`src/rtl/arm_cond_unit.sv`:
```
// arm_cond_unit: NZCV status register and ARM condition-code commit logic.
// Evaluates the execute-stage condition field against the stored flags, gates
// register/memory writes and PC redirects, updates the flags from the ALU, and
// squashes younger instructions for FLUSH_CYCLES cycles after a taken redirect.
// Optional feature macro: COND_NV_TRAP_EN (cond 4'hF fails and raises undef_q).
module arm_cond_unit #(
    parameter int unsigned FLUSH_CYCLES = 2,
    parameter logic [3:0]  RESET_FLAGS  = 4'b0000
) (
    input  logic       clk,
    input  logic       rst_n,
    input  logic       ex_valid,
    input  logic [3:0] ex_cond,
    input  logic [1:0] ex_flag_wr,
    input  logic [3:0] alu_flags,
    input  logic       ex_reg_wr,
    input  logic       ex_mem_wr,
    input  logic       ex_pc_src,
    input  logic       stall,
    output logic       cond_ex,
    output logic [3:0] nzcv_q,
    output logic       reg_wr_q,
    output logic       mem_wr_q,
    output logic       pc_src_q,
    output logic       flush,
    output logic       undef_q
);

    localparam logic [2:0] FLUSH_LOAD = 3'(FLUSH_CYCLES);

    logic [2:0] flush_cnt;

    // Condition-field decode against the stored flags {N,Z,C,V}.
    function automatic logic cond_pass(input logic [3:0] cond, input logic [3:0] f);
        logic n, z, c, v;
        logic pass;
        {n, z, c, v} = f;
        case (cond)
            4'h0:    pass = z;
            4'h1:    pass = !z;
            4'h2:    pass = c;
            4'h3:    pass = !c;
            4'h4:    pass = n;
            4'h5:    pass = !n;
            4'h6:    pass = v;
            4'h7:    pass = !v;
            4'h8:    pass = c & !z;
            4'h9:    pass = !c | z;
            4'hA:    pass = (n == v);
            4'hB:    pass = (n != v);
            4'hC:    pass = !z & (n == v);
            4'hD:    pass = z | (n != v);
            4'hE:    pass = 1'b1;
`ifdef COND_NV_TRAP_EN
            default: pass = 1'b0;
`else
            default: pass = 1'b1;
`endif
        endcase
        return pass;
    endfunction

    assign flush   = (flush_cnt != 3'd0);
    // Uses the registered flags only: a flag-setting instruction affects the next one.
    assign cond_ex = ex_valid & !flush & cond_pass(ex_cond, nzcv_q);

    // Flags, gated commit outputs and squash counter; everything freezes on stall.
    always_ff @(posedge clk or negedge rst_n) begin
        if (!rst_n) begin
            nzcv_q    <= RESET_FLAGS;
            reg_wr_q  <= 1'b0;
            mem_wr_q  <= 1'b0;
            pc_src_q  <= 1'b0;
            flush_cnt <= 3'd0;
        end else if (!stall) begin
            if (cond_ex && ex_flag_wr[1]) nzcv_q[3:2] <= alu_flags[3:2];
            if (cond_ex && ex_flag_wr[0]) nzcv_q[1:0] <= alu_flags[1:0];
            reg_wr_q <= ex_reg_wr & cond_ex;
            mem_wr_q <= ex_mem_wr & cond_ex;
            pc_src_q <= ex_pc_src & cond_ex;
            // A taken redirect cannot coincide with flush, so load never races decrement.
            if (ex_pc_src && cond_ex)   flush_cnt <= FLUSH_LOAD;
            else if (flush_cnt != 3'd0) flush_cnt <= flush_cnt - 3'd1;
        end
    end

`ifdef COND_NV_TRAP_EN
    // One-cycle trap pulse for a live NV-condition instruction; never held by stall.
    always_ff @(posedge clk or negedge rst_n) begin
        if (!rst_n) undef_q <= 1'b0;
        else        undef_q <= !stall & ex_valid & !flush & (ex_cond == 4'hF);
    end
`else
    assign undef_q = 1'b0;
`endif

endmodule

```
`config.mk`:
```
export PLATFORM = sky130hd
export DESIGN_NAME = arm_cond_unit
export DESIGN_NICKNAME = d
export VERILOG_FILES = /design/src/rtl/arm_cond_unit.sv
export SDC_FILE = /design/constraint.sdc
export NUM_CORES = 1
export LEC_CHECK = 0
export ABC_AREA = 1
export CAP_MARGIN = 25
export CORE_UTILIZATION = 47
export CTS_CLUSTER_SIZE = 24
export DETAILED_ROUTE_END_ITERATION = 6
export GPL_ROUTABILITY_DRIVEN = 0
export GPL_TIMING_DRIVEN = 0
export HOLD_SLACK_MARGIN = 0.1
export PLACE_DENSITY = 0.94
export RECOVER_POWER = 100
export SLEW_MARGIN = 0
export SYNTH_ARGS = -nofsm -noshare
export SYNTH_HDL_FRONTEND = slang
export SYNTH_SLANG_ARGS = --single-unit
```
`constraint.sdc`:
```
create_clock -name clk -period 3.36 [get_ports clk]
set_clock_uncertainty 0.1 [all_clocks]
set_input_delay 0.504 -clock clk [delete_from_list [all_inputs] [get_ports clk]]
set_output_delay 0.504 -clock clk [all_outputs]
set_load 0.05 [all_outputs]
```
==> summary by stage <==
Pwr
The design draws 613.5 uW. The leakage dissipation is between 0.5 and 0.6 nW. The power per unit of standard cell area is about 570 mW/mm2. The highest ir drop seen on vdd is ~0.33 mV.

Timing
The setup-violating endpoint count in the final report is 0. The tightest hold path in the finished design has a slack of just under 400 ps. The worst path needs ~3200 ps of the cycle, external delays included. The maximum operating frequency is between 300 and 400 MHz.

Once routing completed, OpenROAD measured the worst setup slack at roughly 160 ps. After routing, the total negative slack on setup checks comes to 0 ps. The share of the cycle needed by the critical path after routing is a little over nine tenths. Headroom to the max-slew limit came out at around 65%.

The number of endpoints with negative hold slack in the final report is 0. Setup repair after global routing left no endpoint under its margin. The actual slew at the worst max-slew pin is approximately 520 ps. The max-slew violation count is 0.

Synth
When the netlist entered floorplanning its net count stood at between 100 and 150. After synthesis the cells add up to 787.0 um2. The register bit count reported by yosys is 10. A synthesized cell averages a little under 7 um2. The cell count after synthesis is 115.

The total number of yosys warnings is 0. Of the synthesized area, sequential elements account for approximately a third. The synthesized netlist contains 22 unique library cells.

Routing
The final antenna-violating net count is 0. The pre-antenna-repair detailed-routing pass consisted of 4 iterations. The DRC violation count after routing is 0. After detailed routing, the total wire length is 1904 um. The via density per instance is about 5.3. The wire length per cell after detailed routing is 11.97 um. The detailed router finished its first iteration with 20 violations. The routed via count is roughly 840.

Cells and area
The post-route core utilization is 69.24%. The count of nets after finishing is roughly 160. The layout cell share with drive strength beyond 1 is 16.08%.

The top cell types in the final layout, fill and taps aside, are sky130_fd_sc_hd__nand2_1, sky130_fd_sc_hd__clkdlybuf4s50_1, sky130_fd_sc_hd__inv_1. From synthesis to final layout, the design area changed by 35.61%. The total inserted antenna cells is 0. Leaving out fill and tap cells, the most frequent cell in the layout is sky130_fd_sc_hd__nand2_1. Fill cells in the final layout number between 100 and 150.

Critical path
The critical path goes through clkdlybuf4s50_1 -> inv_2 -> nor3_1 -> nand2_2 -> nand3_2 -> nor2_1 -> nor2_8 -> clkdlybuf4s50_1. The data required time at the worst endpoint is approximately 2800 ps. The critical path's largest stage delay is roughly 800 ps.

Among all stages on the critical path, the largest delay is contributed by sky130_fd_sc_hd__clkdlybuf4s50_1. The largest fanout on the critical path is 7. Among cell families on the critical path, the largest total delay comes from buffers and inverters. The critical path contains buffers and inverters numbering 3 combined. STA classifies the critical path startpoint as a primary input. STA classifies the critical path endpoint as an output pin.

The cell that appears most often on the critical path is sky130_fd_sc_hd__clkdlybuf4s50_1. The type of the setup path with the least slack is in -> out. STA puts the critical path data arrival time at ~2600 ps.

Floorplanning
The die covers 0.001842 mm2. The number of placed I/O pins is 27. The initial standard-cell utilization of the core is around half. The floorplan step set the die height to about 43 um. The row count is 14. After floorplanning, the core was sized to cover between 0.0015 and 0.002 mm2.

The floorplan step set the die width to ~43 um.

Flow run
Max-cap violations in this run came to 0.

Placed design
Detailed placement ended at an HPWL of roughly 1500 um. Port buffering added 24 buffers. Before CTS, the worst setup slack after placement is 199.4 ps.

Global routing
The initial antenna violation count was 0. Global routing finished with a remaining overflow of 0. Across every metal layer, demand over resource in global routing totals between 20% and 30%. Entering global routing, the biggest net connects 11 pins. The global-route wire length before repair is 3318 um.

The number of global-route vias before repair is between 800 and 900.

CTS
TritonCTS built the clock tree. After clock tree synthesis, the setup repair step added 0 buffers. The buffer levels on the longest clock path is 2. The hold-fix buffer count after cts is 0. The clock latency on the worst-skew pair is 260 ps. Clock tree synthesis found a total of 10 sinks. The total clock buffers created by CTS is 3. The clock edge transition at the registers on the reported setup and hold paths is ~70 ps. In this run, post-CTS repair resized a total of 0 instances. The clock root buffer is sky130_fd_sc_hd__clkbuf_4. In this run the number of H-tree levels came out at 1.

Run status
The flow ran to the end, and the final reports show no timing, DRC or antenna violations.

Hold path
The type of the most critical hold path is reg -> reg.
## cells in the mapped netlist (all sizes together)
cell / n / share of area [%]
a21oi: 2 / 1.3
buf: 2 / 2.4
clkinv: 2 / 0.95
conb: 1 / 0.48
dfrtp: 10 / 32
ha: 2 / 3.2
inv: 17 / 8.1
nand2: 44 / 23
nand3: 13 / 11
nand4: 7 / 6.4
nor2: 12 / 9.7
nor3: 1 / 0.64
o21ai: 1 / 0.64
xor2: 1 / 1.1
## sequential cells by signal, indices dropped and copies added, names as in the netlist
signal     count
reg_wr_q       1
nzcv_q         4
flush_cnt      3
mem_wr_q       1
pc_src_q       1
## final timing paths
path / slack, ps / to / startpoint / depth (start not counted)
hold / removal: 390 / mem_wr_q / mem_wr_q / 2
setup / recovery: 160 / cond_ex / ex_cond[0] / 8
min in group asynchronous: 520 / nzcv_q[3] / rst_n / 1
max in group asynchronous: 2320 / nzcv_q[1] / rst_n / 1
setup reg to reg: 1660 / flush_cnt[2] / flush_cnt[0] / 8
hold reg to reg: 390 / mem_wr_q / mem_wr_q / 2
## worst register-to-register path: stages (launching register included)
cell                      delay, ps
sky130_fd_sc_hd__dfrtp_1        400
sky130_fd_sc_hd__inv_1           70
sky130_fd_sc_hd__ha_1           150
sky130_fd_sc_hd__ha_1           190
sky130_fd_sc_hd__nand2_1        170
sky130_fd_sc_hd__inv_1          140
sky130_fd_sc_hd__nand4_1        200
sky130_fd_sc_hd__nand2_1        110
sky130_fd_sc_hd__nand2_1         60
## through the flow
stage          cells  instance area, um2
2_1_floorplan    115               787.0
3_3_place_gp     155                1047
3_5_place_dp     155                1047
4_1_cts          159                1084
5_1_grt          159                1067
6_report         159                1067
## per-layer routing
layer | GRT usage (%) | up-vias | part of all wire (%)
met5 | 0 | - | 0
met4 | 8.125 | 0 | 0.42
met3 | 2.128 | 2 | 4.0
met2 | 42.12 | 29 | 52
met1 | 29.22 | 387 | 43
li1 | - | 417 | -
## area by class of cell
type / instances / area (um2) / share of cell area [%]
flip-flops and latches: 10 / 250.2 / 23.45
plain buffers: 2 / 18.77 / 1.759
multi-input cells: 84 / 430.4 / 40.33
clock buffers: 4 / 36.28 / 3.400
well taps: 16 / 20.02 / 1.876
repair buffers: 24 / 240.2 / 22.51
inverters: 19 / 71.32 / 6.682
## report_power, final
group | leakage [nW] | switching, mW | internal, mW | total [mW]
combinational | 0.444 | 0.209 | 0.111 | 0.320
clock | 0.0210 | 0.0435 | 0.0657 | 0.109
sequential | 0.131 | 0.0313 | 0.153 | 0.184
## kinds of logic (layout without fill, tap and decap cells)
logic type      after synthesis  after routing  synth area share (%)
flops                        10             10                 31.80
other cells                   1              1                0.4765
compound gates                3              3                 1.907
fa+ha+maj                     2              2                 3.179
xor+xnor                      1              1                 1.113
simple gates                 77             77                 50.08
buf+inv                      21             49                 11.45
Power figures use the tool's default switching activity.
